$ cat src/rtl/mem_wb_lsu.sv
// RV32I memory-access stage and MEM/WB register: req/ack data bus, lane steering, load extension, access faults.
// Latency 1 + memory wait cycles; STALL_MEM holds IF..EX/MEM while a transfer is outstanding.
module mem_wb_lsu #(
  parameter int unsigned MAX_WAIT = 15
) (
  input  logic        clk,
  input  logic        rst_n,
  input  logic        VALID_MEM,
  input  logic [31:0] ALU_OUT_MEM,
  input  logic [31:0] STORE_DATA_MEM,
  input  logic [4:0]  RD_MEM,
  input  logic [2:0]  FUNCT3_MEM,
  input  logic        MemRead_MEM,
  input  logic        MemWrite_MEM,
  input  logic        MemtoReg_MEM,
  input  logic        RegWrite_MEM,
  output logic        STALL_MEM,
  output logic        DMEM_REQ,
  output logic        DMEM_WE,
  output logic [31:0] DMEM_ADDR,
  output logic [31:0] DMEM_WDATA,
  output logic [3:0]  DMEM_BE,
  input  logic        DMEM_ACK,
  input  logic [31:0] DMEM_RDATA,
  output logic [31:0] DATA_MEMORY_WB,
  output logic [31:0] ALU_OUT_WB,
  output logic        MemtoReg_WB,
  output logic        RegWrite_WB,
  output logic [4:0]  RD_WB,
  output logic        VALID_WB,
  output logic        FAULT_WB,
  output logic [1:0]  FAULT_CAUSE_WB
);

  localparam logic [7:0] MAX_W = 8'(MAX_WAIT);

  typedef enum logic {IDLE = 1'b0, WAIT = 1'b1} state_t;

  state_t      state;
  logic [7:0]  wait_cnt;

  logic [31:0] lat_addr;
  logic [31:0] lat_wdata;
  logic [3:0]  lat_be;
  logic        lat_we;
  logic        lat_read;
  logic        lat_regwrite;
  logic        lat_memtoreg;
  logic [2:0]  lat_funct3;
  logic [4:0]  lat_rd;

  logic        mem_op;
  logic        illegal;
  logic        misaligned;
  logic        fault;
  logic [1:0]  fault_cause;
  logic [3:0]  in_be;
  logic [31:0] in_wdata;

  logic [31:0] cur_addr;
  logic [31:0] cur_wdata;
  logic [3:0]  cur_be;
  logic        cur_we;
  logic        cur_read;
  logic        cur_regwrite;
  logic        cur_memtoreg;
  logic [2:0]  cur_funct3;
  logic [4:0]  cur_rd;

  logic        req;
  logic        done;
  logic        timeout;
  logic [31:0] lane_word;
  logic [31:0] load_data;

  always_comb begin
    mem_op  = VALID_MEM & (MemRead_MEM | MemWrite_MEM);
    illegal = (MemRead_MEM & MemWrite_MEM)
            | (MemWrite_MEM & (FUNCT3_MEM != 3'b000) & (FUNCT3_MEM != 3'b001) & (FUNCT3_MEM != 3'b010))
            | (MemRead_MEM & ((FUNCT3_MEM == 3'b011) | (FUNCT3_MEM == 3'b110) | (FUNCT3_MEM == 3'b111)));
    misaligned = ((FUNCT3_MEM[1:0] == 2'b01) & ALU_OUT_MEM[0])
               | ((FUNCT3_MEM == 3'b010) & (ALU_OUT_MEM[1:0] != 2'b00));
    fault       = (state == IDLE) & mem_op & (illegal | misaligned);
    fault_cause = illegal ? 2'b10 : 2'b01;
  end

  always_comb begin
    in_be    = 4'b1111;
    in_wdata = STORE_DATA_MEM;
    case (FUNCT3_MEM[1:0])
      2'b00: begin
        in_be    = 4'b0001 << ALU_OUT_MEM[1:0];
        in_wdata = {4{STORE_DATA_MEM[7:0]}};
      end
      2'b01: begin
        in_be    = ALU_OUT_MEM[1] ? 4'b1100 : 4'b0011;
        in_wdata = {2{STORE_DATA_MEM[15:0]}};
      end
      default: begin
        in_be    = 4'b1111;
        in_wdata = STORE_DATA_MEM;
      end
    endcase
  end

  always_comb begin
    if (state == WAIT) begin
      cur_addr     = lat_addr;
      cur_wdata    = lat_wdata;
      cur_be       = lat_be;
      cur_we       = lat_we;
      cur_read     = lat_read;
      cur_regwrite = lat_regwrite;
      cur_memtoreg = lat_memtoreg;
      cur_funct3   = lat_funct3;
      cur_rd       = lat_rd;
    end else begin
      cur_addr     = ALU_OUT_MEM;
      cur_wdata    = in_wdata;
      cur_be       = in_be;
      cur_we       = MemWrite_MEM;
      cur_read     = MemRead_MEM;
      cur_regwrite = RegWrite_MEM;
      cur_memtoreg = MemtoReg_MEM;
      cur_funct3   = FUNCT3_MEM;
      cur_rd       = RD_MEM;
    end
  end

  // Bus request is gated by rst_n so it drops the instant reset asserts.
  always_comb begin
    req     = rst_n & ((state == WAIT) | (mem_op & ~(illegal | misaligned)));
    done    = req & DMEM_ACK;
    timeout = (state == WAIT) & ~DMEM_ACK & ((wait_cnt + 8'd1) == MAX_W);

    STALL_MEM  = req & ~DMEM_ACK & ~timeout;
    DMEM_REQ   = req;
    DMEM_WE    = req & cur_we;
    DMEM_ADDR  = req ? {cur_addr[31:2], 2'b00} : 32'h0;
    DMEM_WDATA = req ? cur_wdata : 32'h0;
    DMEM_BE    = req ? cur_be : 4'h0;
  end

  always_comb begin
    lane_word = DMEM_RDATA >> {cur_addr[1:0], 3'b000};
    case (cur_funct3)
      3'b000:  load_data = {{24{lane_word[7]}}, lane_word[7:0]};
      3'b100:  load_data = {24'h0, lane_word[7:0]};
      3'b001:  load_data = {{16{lane_word[15]}}, lane_word[15:0]};
      3'b101:  load_data = {16'h0, lane_word[15:0]};
      default: load_data = DMEM_RDATA;
    endcase
  end

  always_ff @(posedge clk or negedge rst_n) begin
    if (!rst_n) begin
      state          <= IDLE;
      wait_cnt       <= 8'h0;
      lat_addr       <= 32'h0;
      lat_wdata      <= 32'h0;
      lat_be         <= 4'h0;
      lat_we         <= 1'b0;
      lat_read       <= 1'b0;
      lat_regwrite   <= 1'b0;
      lat_memtoreg   <= 1'b0;
      lat_funct3     <= 3'h0;
      lat_rd         <= 5'h0;
      DATA_MEMORY_WB <= 32'h0;
      ALU_OUT_WB     <= 32'h0;
      MemtoReg_WB    <= 1'b0;
      RegWrite_WB    <= 1'b0;
      RD_WB          <= 5'h0;
      VALID_WB       <= 1'b0;
      FAULT_WB       <= 1'b0;
      FAULT_CAUSE_WB <= 2'b00;
    end else begin
      case (state)
        IDLE: begin
          if (req && !DMEM_ACK) begin
            state        <= WAIT;
            wait_cnt     <= 8'h0;
            lat_addr     <= ALU_OUT_MEM;
            lat_wdata    <= in_wdata;
            lat_be       <= in_be;
            lat_we       <= MemWrite_MEM;
            lat_read     <= MemRead_MEM;
            lat_regwrite <= RegWrite_MEM;
            lat_memtoreg <= MemtoReg_MEM;
            lat_funct3   <= FUNCT3_MEM;
            lat_rd       <= RD_MEM;
          end
        end
        WAIT: begin
          if (DMEM_ACK || timeout) begin
            state    <= IDLE;
            wait_cnt <= 8'h0;
          end else begin
            wait_cnt <= wait_cnt + 8'd1;
          end
        end
        default: state <= IDLE;
      endcase

      // Default is a bubble; stalled cycles fall through to it.
      ALU_OUT_WB     <= cur_addr;
      RD_WB          <= cur_rd;
      MemtoReg_WB    <= cur_memtoreg;
      DATA_MEMORY_WB <= 32'h0;
      RegWrite_WB    <= 1'b0;
      VALID_WB       <= 1'b0;
      FAULT_WB       <= 1'b0;
      FAULT_CAUSE_WB <= 2'b00;
      if (done) begin
        VALID_WB       <= 1'b1;
        RegWrite_WB    <= cur_regwrite;
        DATA_MEMORY_WB <= cur_read ? load_data : 32'h0;
      end else if (timeout) begin
        VALID_WB       <= 1'b1;
        FAULT_WB       <= 1'b1;
        FAULT_CAUSE_WB <= 2'b11;
      end else if (fault) begin
        VALID_WB       <= 1'b1;
        FAULT_WB       <= 1'b1;
        FAULT_CAUSE_WB <= fault_cause;
      end else if ((state == IDLE) && VALID_MEM && !mem_op) begin
        VALID_WB    <= 1'b1;
        RegWrite_WB <= RegWrite_MEM;
      end
    end
  end

endmodule

$ cat config.mk
export PLATFORM = sky130hd
export DESIGN_NAME = mem_wb_lsu
export DESIGN_NICKNAME = d
export VERILOG_FILES = /design/src/rtl/mem_wb_lsu.sv
export SDC_FILE = /design/constraint.sdc
export NUM_CORES = 1
export LEC_CHECK = 0
export ABC_CLOCK_PERIOD_IN_PS = 2950
export CORE_ASPECT_RATIO = 1.4
export CORE_MARGIN = 3
export CORE_UTILIZATION = 48
export CTS_BUF_LIST = sky130_fd_sc_hd__clkbuf_8
export CTS_CLUSTER_DIAMETER = 40
export DETAILED_ROUTE_END_ITERATION = 8
export PLACE_DENSITY_LB_ADDON = 0.25
export SYNTH_ARGS = -nofsm -noshare
export SYNTH_HDL_FRONTEND = slang
export SYNTH_SLANG_ARGS = --single-unit
$ cat constraint.sdc
create_clock -name clk -period 2.95 [get_ports clk]
set_clock_uncertainty 0.1 [all_clocks]
set_input_delay 0.59 -clock clk [delete_from_list [all_inputs] [get_ports clk]]
set_output_delay 0.59 -clock clk [all_outputs]
set_load 0.01 [all_outputs]
==> reports/metrics.yaml, run 1 <==
yosysTopAreaCellShare_pct: 50.0
critical_path_class: "primary input to output pin"
finalMaxSlewViolations: 0
ctsRootBufferMaster: "clkbuf_8"
vias_per_cell: 5.39
numCtsBuffers: 17
relSlewSlack_pct: 36.9
io_pins: 258
clock_sinks: 164
routed_wl_um: 25000
place_congestion: 0.909
drt_iter0_markers: 516
grt_max_degree: 77
switching_share_pct: 29.3
yosysUniqueCellTypes: 69
cp-startpoint: "FUNCT3_MEM[2]"
fp.dieW_um: 117
dpl.cell_count: 1347
syn_inst: 883
crit_chain: "clkdlybuf4s15_1 > and4bb_1 > and4bb_4 > a21o_4 > buf_12 > and3_1 > dlygate4sd2_1"
initial_core_util_pct: 49.9
cp_slowest_stage_delay_ps: 310
critPathArrivalTime_ps: 2220
critical_path.endpoint_type: "output pin"
outcome: "finished clean"
syn_area_um2: 8210
clkPwrFrac_pct: 29.0
worstMarginPinSlew_ps: 947
start_kind: "primary input"
yosys_warnings: 0
tritoncts: "done"
grt_pass1_vias: 7482
power_mw: 5.77
fin_ws_ps: 35.1
grt_pass1_wl_um: 39000
drv_cap: 0
core_area_um2: 16400
path_max_fanout: 17
grt.overflow.total: 0
p_leak_nw: 5.60
ys_top_cells_by_count: "nand2_1, dfrtp_1, nor2_1"
ys_seq_area_share_pct: 50.0
pre_cts_slack_ps: -640
p_switching_mw: 1.69
drive_gt1_share_pct: 19.3
fmax_mhz: 343
worst_skew_pair.late_latency_ps: 450
hold_class: "primary input to asynchronous set/reset pin"
power.share.sequential_pct: 48.4
synth_area_leaders: "dfrtp_1, nand2_1, mux2_2"
async_flop_share_pct: 100
ys.flop_type: "dfrtp_1"
grtUsageTotal_pct: 26.5
yosysMostFrequentCell: "nand2_1"
cts_buffer_depth: 2
nets: 1288
vias: 7476
synth_edf_count: 0
fillCellCount: 1276
dieArea_um2: 18700
p_comb_share_pct: 22.6
dp_hpwl_um: 17600
antenna_found_initial: 1
hold_viol: 0
syn_avg_cell_area_um2: 9.30
numPortBuffers: 255
path_clk_slew_ps: 90
row_count: 55
cellPowerDensity_nw_per_um2: 495
crit_path_top_delay_cell: "and4bb_1"
htreeDepth: 4
final_cells: 1386
route.detailed.drc: 0
peakVddDrop_mv: 0.342
area_growth_pct: 42.1
yosys.area.top_type: "dfrtp_1"
drtAntennaViolNets: 0
wire_per_inst_um: 18.0
internal_power_mw: 4.08
required_ps: 2260
fin_crit_sh_pct: 98.8
ys_seq_elements: 164
first_pass_iters: 5
fin_crit_ps: 2910
die_h_um: 161
timing.rr.start: "state$_DFF_PN0_"
setup_viol: 0
[layout make-up]
cell class | instances | area (µm²) | area share (%)
flip-flops and latches | 164 | 4110 | 35.2
multi-input cells | 648 | 3800 | 32.6
repair buffers | 334 | 3070 | 26.3
well taps | 199 | 249 | 2.13
clock buffers | 17 | 234 | 2.01
clock inverters | 13 | 163 | 1.39
inverters | 9 | 36.3 | 0.311
diodes | 2 | 5.00 | 0.0429
[repair_timing]
action                     in CTS  in global routing
hold endpoints to repair       12                  0
resized for setup             215                 27
hold buffers                    1                  0
pin swaps                       4                  2
gates cloned                    1                  1
setup buffers                   3                  1
setup endpoints to repair      69                 69
[registers in the layout, indices dropped and copies added (netlist names)]
name and cells:
ALU_OUT_WB 32, DATA_MEMORY_WB 32, FAULT_CAUSE_WB 2, FAULT_WB 1, MemtoReg_WB 1, RD_WB 5
RegWrite_WB 1, VALID_WB 1, lat_addr 32, lat_be 4, lat_funct3 3, lat_memtoreg 1
lat_rd 5, lat_read 1, lat_regwrite 1, lat_wdata 32, lat_we 1, state 1
wait_cnt 8
[power groups by stage]
stage | Combinational (mW) | Sequential [mW] | Clock [mW]
4_1_cts | 1.31 | 2.79 | 1.71
6_report | 1.31 | 2.80 | 1.67
3_3_place_gp | 1.26 | 2.82 | 0
2_1_floorplan | 0.653 | 2.82 | 0
3_5_place_dp | 1.29 | 2.83 | 0
5_1_grt | 1.45 | 2.84 | 1.79
[placed cells by master, fill, tap and decap left out, types with 6 or more instances in the layout]
master	count
o22ai_1	7
inv_1	9
o21a_1	8
clkdlybuf4s50_1	177
o2bb2ai_1	7
a21oi_1	28
nand2b_1	6
dfrtp_1	163
buf_12	10
nand3_1	6
mux2_2	38
nor2_1	107
mux2i_1	42
a211oi_1	9
clkbuf_8	17
buf_2	43
nor3_2	11
nor3_1	14
o21ai_0	34
nand2_1	215
a31oi_1	11
buf_4	64
dlygate4sd2_1	26
and3_1	31
[logic make-up (layout without fill, tap and decap cells)]
family / count (synthesis) / in the layout / share of synthesized area [%]
buf+inv: 72 / 373 / 4.54
simple gates: 421 / 421 / 22.9
compound gates: 138 / 138 / 11.1
xor+xnor: 3 / 3 / 0.320
mux: 82 / 82 / 10.8
flops: 164 / 164 / 50.0
fa+ha+maj: 2 / 2 / 0.305
other cells: 1 / 4 / 0.0457
[metal layers]
layer	vias up	global-route usage [%]	wire, µm
met5	-	0	0
met1	3566	31.5	9600
met2	279	44.7	12800
met4	0	12.7	1090
li1	3568	-	-
met3	63	5.96	1480
[worst paths after layout]
path / to / slack (ps) / depth (start not counted)
worst max register to register: DATA_MEMORY_WB[10]$_DFF_PN0_ / 300 / 9
max in group asynchronous: lat_wdata[27]$_DFFE_PN0P_ / 1630 / 2
worst min register to register: lat_addr[28]$_DFFE_PN0P_ / 370 / 2
worst max-delay path: DMEM_ADDR[11] / 40 / 7
min in group clk: lat_addr[28]$_DFFE_PN0P_ / 370 / 2
worst min-delay path: ALU_OUT_WB[16]$_DFF_PN0_ / 50 / 2
[per-stage QoR]
stage / hold slack, ps / util [%] / instance area (µm²) / setup TNS (ps)
after global routing: 41.8 / 70.9 / 11700 / -278
after global placement: 339 / 69.0 / 11300 / -43060
after CTS: 20.5 / 71.0 / 11700 / 0
after floorplan: 194 / - / 8210 / 0
final: 53.1 / 70.9 / 11700 / 0
after detailed placement: 339 / 69.0 / 11300 / -44070
[critical path: cells and delay by family]
| kind | cells | cell delay, ps |
|---|---|---|
| AO/OA/AOI/OAI | 1 | 230 |
| buffers and inverters | 3 | 680 |
| AND/OR/NAND/NOR | 3 | 710 |
Power figures use the tool's default switching activity.
==> run 2: changes to the inputs <==
Settings changed: CTS_CLUSTER_DIAMETER 40 to 200.
==> results of run 2 <==
The final DEF is identical to that of run 1; final timing and power are the same.
==> run 3: changes to the inputs <==
Settings changed: PLACE_DENSITY_LB_ADDON 0.25 to 0.12.
==> reports/metrics.yaml, run 3 (synthesized netlist as in run 1, its figures left out) <==
critical_path_class: "primary input to output pin"
drt_iter0_markers: 348  # -33%
row_count: 55  # unchanged
critPathArrivalTime_ps: 2230  # about the same
multiInputGateArea_um2: 3810  # +0.20%
wire_per_inst_um: 17.4  # -3.4%
peakVddDrop_mv: 0.300  # -12%
hold_class: "register to register"
grt_max_degree: 101  # +31%
dp_hpwl_um: 16900  # -4.2%
numCtsBuffers: 17  # unchanged
fp.dieW_um: 117  # unchanged
grt_pass1_wl_um: 38100  # -2.1%
final_cells: 1376  # -0.72%
ff_latch_area_um2: 4110  # unchanged
p_switching_mw: 1.73  # +2.3%
tritoncts: "done"
path_max_fanout: 14  # -3
cellPowerDensity_nw_per_um2: 486  # -1.9%
first_pass_iters: 5  # unchanged
vias: 7291  # -2.5%
cts_buffer_depth: 2  # unchanged
design_area_um2: 11600  # -0.34%
area_growth_pct: 41.6
fin_crit_ps: 2920  # +9.65 ps
start_kind: "primary input"
grt_pass1_vias: 7236  # -3.3%
outcome: "finished clean"
crit_path_top_delay_cell: "and4bb_1"
n_antenna_cell: 0  # -2
fin_crit_sh_pct: 99.1  # +0.33 points
worstMarginPinSlew_ps: 769  # -177 ps
power.share.sequential_pct: 49.5  # +1.1 points
grtUsageTotal_pct: 25.7  # -0.77 points
numPortBuffers: 255  # unchanged
crit_chain: "clkdlybuf4s15_2 > and4bb_1 > and4bb_4 > a21o_4 > buf_12 > buf_16 > and3_1 > clkdlybuf4s15_1"
required_ps: 2260  # about the same
clkPwrFrac_pct: 27.5  # -1.5 points
internal_power_mw: 3.91  # -4.1%
tns_ps: 0  # unchanged
path_clk_slew_ps: 90  # about the same
core_area_um2: 16400  # unchanged
hold_viol: 0  # unchanged
die_h_um: 161  # unchanged
worst_skew_pair.late_latency_ps: 450  # about the same
drtAntennaViolNets: 0  # unchanged
cp_slowest_stage_delay_ps: 290  # -20 ps
dieArea_um2: 18700  # unchanged
switching_share_pct: 30.7  # +1.4 points
initial_core_util_pct: 49.9  # unchanged
dpl.cell_count: 1332  # -1.1%
met2_length_um: 12500  # -2.9%
fmax_mhz: 342  # -0.33%
layout_common_cells: "nand2_1, clkdlybuf4s50_1, dfrtp_1"
grt.overflow.total: 0  # unchanged
htreeDepth: 4  # unchanged
p_leak_nw: 5.55  # -0.84%
route.detailed.drc: 0  # unchanged
relSlewSlack_pct: 48.7  # +12 points
met3_length_um: 1480  # +0.47%
place_congestion: 0.867  # -4.6%
routed_wl_um: 24000  # -4.1%
io_pins: 258  # unchanged
ctsRootBufferMaster: "clkbuf_8"
critical_path.endpoint_type: "output pin"
p_comb_share_pct: 23.0  # +0.4 points
power_mw: 5.65  # -2.2%
drive_gt1_share_pct: 18.4  # -0.89 points
setup_viol: 0  # unchanged
highest_layer: "met4"
nets: 1278  # -0.78%
final_common_cell: "nand2_1"
antenna_found_initial: 0  # -1
drv_cap: 0  # unchanged
finalMaxSlewViolations: 0  # unchanged
rsz0062_at_grt: "yes"
wl_met1_um: 9560  # -0.50%
placed_cell_area_um2: 11200  # -0.99%
fillCellCount: 1330  # +4.2%
clock_sinks: 164  # unchanged
vias_per_cell: 5.30  # -1.8%
run 3: cell types whose count changed in the layout (fill, tap and decap cells not counted), moves of 5 or more:
cell,before,now
clkbuf_2,4,27
buf_4,64,52
buf_2,43,7
mux2i_2,1,6
mux2i_1,42,37
dlygate4sd2_1,26,38
run 3: area by class of cell:
class / instances / share of cell area, %
timing repair buffer: 324 / 26.3
multi-input combinational: 648 / 32.8
tap: 199 / 2.14
clock inverter: 12 / 0.818
clock buffer: 20 / 2.37
sequential: 164 / 35.3
inverter: 9 / 0.312
run 3: worst paths after layout:
kind / start / endpoint / slack, ps / depth (start not counted)
setup / recovery: FUNCT3_MEM[0] / DMEM_ADDR[23] / 30 / 8
hold / removal: lat_rd[0]$_DFFE_PN0P_ / lat_rd[0]$_DFFE_PN0P_ / 380 / 2
setup reg to reg: state$_DFF_PN0_ / DATA_MEMORY_WB[8]$_DFF_PN0_ / 440 / 7
hold reg to reg: lat_rd[0]$_DFFE_PN0P_ / lat_rd[0]$_DFFE_PN0P_ / 380 / 2
max in group asynchronous: rst_n / lat_addr[30]$_DFFE_PN0P_ / 1080 / 4
min in group asynchronous: rst_n / lat_be[0]$_DFFE_PN0P_ / 560 / 3
run 3: layer usage:
layer  vias up  GRT usage (%)
li1       3551              -
met1      3480           31.8
met2       228           44.4
met3        32           5.92
met4         0           7.36
met5         -              0
run 3: through the flow:
stage / setup slack, ps / util [%] / hold slack (ps)
3_5_place_dp: -639 / 68.3 / 360
4_1_cts: 0.458 / 70.9 / 384
6_report: 25.5 / 70.7 / 375
3_3_place_gp: -601 / 68.3 / 352
2_1_floorplan: 279 / - / 194
5_1_grt: -11.6 / 70.7 / 402
run 3: worst max-delay path: cells and delay by family:
| kind | cells | cell delay, ps |
|---|---|---|
| buf+inv | 4 | 740 |
| simple gates | 3 | 660 |
| compound gates | 1 | 230 |
run 3: power groups by stage:
stage | Clock, mW | Combinational, mW | Sequential [mW]
after floorplan | 0 | 0.653 | 2.82
after global placement | 0 | 1.25 | 2.82
after detailed placement | 0 | 1.28 | 2.83
after CTS | 1.60 | 1.30 | 2.79
after global routing | 1.68 | 1.45 | 2.84
final | 1.55 | 1.30 | 2.80
run 3: what timing repair did:
action,4_1_cts,5_1_grt
cloned,1,1
endpoints found under the setup margin,69,61
endpoints found under the hold margin,24,0
pin swaps,3,3
resized for setup,131,58
setup buffers,7,2
hold buffers,1,0
==> RTL edit 1, RTL diff (flow settings as in run 3) <==
Make the reset (`rst_n`) synchronous in one clocked block.
--- a/src/rtl/mem_wb_lsu.sv
+++ b/src/rtl/mem_wb_lsu.sv
@@ -152,7 +152,7 @@
     endcase
   end
 
-  always_ff @(posedge clk or negedge rst_n) begin
+  always_ff @(posedge clk) begin
     if (!rst_n) begin
       state          <= IDLE;
       wait_cnt       <= 8'h0;
Behaviour: differs if rst_n is asserted again (counterexample within 4 cycles, from zero or initial values and one cycle with rst_n low); with rst_n held inactive, the same outputs for 4 cycles.
==> RTL edit 1 against run 3 <==
Routed wire length is 6.4% higher; via count up 9.0%; sequential cell count did not move; area after synthesis fell by 6.2%; critical path type unchanged; total power shrank 11%; critical path depth up 1; design area shrank 3.8%; setup slack improved by 0.0080 ns; first-iteration DRC count up 65%; clock power rose by 6%.
==> RTL edit 1: results (changes against run 3) <==
{
  "result_of_the_run": "completed",
  "wl_met2": {"value": 12890, "unit": "microns", "change": "+3.4%"},
  "detail_route.wl_per_cell": {"value": 17.62, "unit": "microns", "change": "+1.1%"},
  "num_vias": {"value": 7948, "change": "+9.0%"},
  "vdd_drop_max": {"value": 329.8, "unit": "uV", "change": "+9.9%"},
  "netlist-cell-type-count": {"value": 60, "change": "-13%"},
  "power.static_leakage": {"value": 4.715, "unit": "nW", "change": "-15%"},
  "post_synth_xor_area_fraction": {"value": 0.3413, "unit": "%", "change": "+0.021 points"},
  "met3_usage": {"value": 6.325, "unit": "%", "change": "+0.41 points"},
  "synth-compound-area-share": {"value": 15.29, "unit": "%", "change": "+4.2 points"},
  "drive_above_1_share": {"value": 18.29, "unit": "%", "change": "-0.15 points"},
  "synth.yosys.seq_area_share": {"value": 42.65, "unit": "%", "change": "-7.3 points"},
  "total_length_of_routed_met3_wires": {"value": 1822, "unit": "microns", "change": "+23%"},
  "grt_usage": {"value": 27.40, "unit": "%", "change": "+1.7 points"},
  "routedLengthMet1": {"value": 9833, "unit": "microns", "change": "+2.9%"},
  "postSynth.asyncResetShare": {"value": 0, "unit": "%", "change": "-100 points"},
  "groute.layer.met2.usage": {"value": 48.87, "unit": "%", "change": "+4.4 points"},
  "rrSetupSlack": {"value": 0.60, "unit": "ns", "change": "+0.16 ns"},
  "synth_adder_area_share": {"value": 0.3250, "unit": "%", "change": "+0.020 points"},
  "drt-vias-per-instance": {"value": 5.489, "change": "+3.6%"},
  "numPlacedInstances": {"value": 1407, "change": "+5.6%"},
  "drtIter0Drc": {"value": 574, "change": "+65%"},
  "top_cell_types_by_occurrence_after_synthesis": "dfxtp_1, nand2_1, nor2_1, mux2i_1, nand3_1",
  "crit_path_max_fanout": {"value": 10, "change": "-4"},
  "synth.area.top_cells": "dfxtp_1, mux2i_1, nand2_1",
  "yosys-mux-area-fraction": {"value": 12.14, "unit": "%", "change": "+1.4 points"}
}
## RTL edit 1: cell count changes in the layout (fill, tap and decap cells not counted), sizes merged, moves of 25 or more
cell and delta:
dfrtp -164, dfxtp +164, nand3 +79, buf +77
nand2 -58, a21oi +47, mux2i +46, dlygate4sd2 -38
mux2 -35, and3 -31, clkbuf -25
## RTL edit 1: worst max-delay path: stages
cell and delay (ns):
buf_2 0.13, buf_4 0.15, and3b_1 0.18, a31o_4 0.23, o31ai_4 0.27, nand2_4 0.19
clkbuf_16 0.22, nor2_2 0.12, buf_2 0.14
## RTL edit 1: final timing paths
kind,end,cells past startpoint,startpoint
max,DMEM_WDATA[11],9,ALU_OUT_MEM[0]
min,lat_addr[0],3,ALU_OUT_MEM[0]
max reg2reg,DATA_MEMORY_WB[9],6,state
min reg2reg,lat_addr[7],2,lat_addr[7]
## RTL edit 1: power by group through the flow
stage | Combinational [mW] | Sequential [mW] | Clock [mW]
5_1_grt | 1.12 | 2.33 | 1.75
2_1_floorplan | 0.457 | 2.39 | 0
3_3_place_gp | 0.988 | 2.37 | 0
6_report | 1.05 | 2.32 | 1.64
4_1_cts | 1.02 | 2.32 | 1.67
3_5_place_dp | 0.996 | 2.37 | 0
## RTL edit 1: cell type report
cell class	instances	area, sq um
clock buffer	17	234.0
clock inverter	14	152.6
fill	1284	4492
inverter	9	33.78
multi-input combinational	709	4135
sequential	164	3288
tap	196	245.2
timing repair buffer	339	3094
## RTL edit 1: what timing repair did
item                                    4_1_cts  5_1_grt
hold buffers                                  0        0
pin swaps                                     2        6
buffers inserted                              4        0
gates cloned                                  3        4
gates resized for setup                     311       26
endpoints found under the setup margin       69       34
==> RTL edit 2, RTL diff (flow settings as in run 3) <==
Without the edit above. `MAX_WAIT`: 15 -> 7.
--- a/src/rtl/mem_wb_lsu.sv
+++ b/src/rtl/mem_wb_lsu.sv
@@ -1,7 +1,7 @@
 // RV32I memory-access stage and MEM/WB register: req/ack data bus, lane steering, load extension, access faults.
 // Latency 1 + memory wait cycles; STALL_MEM holds IF..EX/MEM while a transfer is outstanding.
 module mem_wb_lsu #(
-  parameter int unsigned MAX_WAIT = 15
+  parameter int unsigned MAX_WAIT = 7
 ) (
   input  logic        clk,
   input  logic        rst_n,
Behaviour: not the same (a bounded check fails within 10 cycles, from zero or initial values and one cycle with rst_n low).
==> RTL edit 2 against run 3 <==
Total power up 5.5%; setup slack worse by 0.012 ns; area after synthesis down 0.94%; sequential power about the same; global-route usage up 1.4 points; sequential cell count unchanged; design area up 3.2%; routed wire length up 4.1%; largest cell class unchanged; largest power group unchanged; highest routed layer unchanged.
==> RTL edit 2: results (changes against run 3) <==
{
  "drive_above_1_share": {"value": 25.31, "unit": "%", "change": "+6.9 points"},
  "gp_routability_congestion": {"value": 0.8515, "change": "-1.8%"},
  "post_synth.cell_area_avg": {"value": 9.252, "unit": "sq um", "change": "-0.49%"},
  "die_x": {"value": 116.0, "unit": "microns", "change": "-0.45%"},
  "inverters_excl_clock": {"value": 8, "change": "-1"},
  "preCtsSetupSlack": {"value": -0.8881, "unit": "ns", "change": "-0.2486 ns"},
  "power.static_leakage": {"value": 5.652, "unit": "nW", "change": "+1.8%"},
  "slowest_delay": {"value": 0.44, "unit": "ns", "change": "+0.15 ns"},
  "drt-vias-per-instance": {"value": 5.429, "change": "+2.5%"},
  "slowest_stage": "or4_4",
  "multi_input_comb_cells": {"value": 644, "change": "-0.62%"},
  "grt_antenna_before_repair": {"value": 1, "change": "+1"},
  "detail_route.wl_per_cell": {"value": 17.93, "unit": "microns", "change": "+2.9%"},
  "synth.area.top_cells": "dfrtp_1, nand2_1, mux2i_1",
  "diodes": {"value": 1, "change": "+1"},
  "vias_in_the_first_global_route": {"value": 7601, "change": "+5.0%"},
  "route.final.wire_length": {"value": 24970, "unit": "microns", "change": "+4.1%"},
  "numPlacedInstances": {"value": 1346, "change": "+1.1%"},
  "rrSetupSlack": {"value": 0.61, "unit": "ns", "change": "+0.17 ns"},
  "top_cell_types_by_occurrence_after_synthesis": "nand2_1, dfrtp_1, nor2_1, mux2i_1, mux2_2",
  "r2r_end": "DATA_MEMORY_WB[21]",
  "dp_wirelength": {"value": 17440, "unit": "microns", "change": "+3.3%"},
  "r2r.worst_path.cells": {"value": 9, "change": "+2"},
  "syn_to_final_growth_pct": 47.52,
  "layout.clock_buffers": {"value": 18, "change": "-10%"},
  "critical-path-top-delay-family": "simple AND/OR/NAND/NOR gates",
  "proportion_of_cell_area_occupied_by_multi_input_gates": {"value": 32.46, "unit": "%", "change": "-0.29 points"},
  "nFlopsAndLatches": {"value": 164, "change": "unchanged"},
  "placedInstanceArea": {"value": 11360, "unit": "sq um", "change": "+1.1%"},
  "area_share_clock_buf_inv": {"value": 3.619, "unit": "%", "change": "+0.43 points"},
  "final_net_count": {"value": 1294, "change": "+1.3%"},
  "grt_usage": {"value": 27.11, "unit": "%", "change": "+1.4 points"},
  "crit_path_max_fanout": {"value": 8, "change": "-6"},
  "buffer_area_share": {"value": 27.30, "unit": "%", "change": "+1.0 points"},
  "timing.max_slew.rel_slack": {"value": 66.30, "unit": "%", "change": "+18 points"},
  "worstPathArrival": {"value": 2.25, "unit": "ns", "change": "+0.02 ns"},
  "result_of_the_run": "completed",
  "buffers": {"value": 345, "change": "+6.5%"},
  "worstReg2RegStart": "state",
  "grt_first_pass_wirelength": {"value": 39670, "unit": "microns", "change": "+4.0%"},
  "n_fill_cell": {"value": 1257, "change": "-5.5%"}
}
[RTL edit 2: cell types whose count changed after synthesis, moves of 8 or more]
cell,delta
nor3_2,-10
o21ai_1,+19
o21ai_0,-21
a31oi_1,-9
nand2_1,+9
nor3_1,-11
buf_2,-9
a311oi_1,+8
clkbuf_1,+10
buf_4,-8
[RTL edit 2: what timing repair did]
action | 4_1_cts | 5_1_grt
setup buffers | 9 | 2
resized for setup | 343 | 54
pin swaps | 13 | 13
setup endpoints to repair | 69 | 69
gates cloned | 4 | 0
[RTL edit 2: power by group through the flow]
stage	registers, mW	logic, mW	clock network (mW)
final	2.80	1.40	1.76
after global routing	2.84	1.55	1.90
after CTS	2.79	1.37	1.79
after detailed placement	2.84	1.32	0
after global placement	2.81	1.29	0
after floorplan	2.81	0.656	0
[RTL edit 2: kinds of logic after synthesis]
logic type | synth area share [%]
simple gates | 20.86
compound gates | 12.75
fa+ha+maj | 0.3076
mux | 10.72
flops | 50.46
xor+xnor | 0.4308
buf+inv | 4.415
other cells | 0.04611
[RTL edit 2: routing by layer]
layer / track usage, % / part of all wire (%) / vias to the layer above
met5: 0 / 0 / -
met4: 10.40 / 3.2 / 0
met3: 4.776 / 4.9 / 49
met2: 47.22 / 53 / 283
met1: 32.94 / 39 / 3613
li1: - / - / 3617
[RTL edit 2: how the worst max path moves through the flow]
stage	start	to	slack [ns]
after floorplan	ALU_OUT_MEM[0]	DMEM_BE[0]	0.005
after global placement	MemRead_MEM	DMEM_ADDR[15]	-0.83
after detailed placement	MemRead_MEM	DMEM_WDATA[16]	-0.89
after CTS	FUNCT3_MEM[0]	DMEM_ADDR[6]	-0.08
after global routing	wait_cnt[1]	STALL_MEM	-0.06
final	FUNCT3_MEM[1]	DMEM_ADDR[29]	0.01
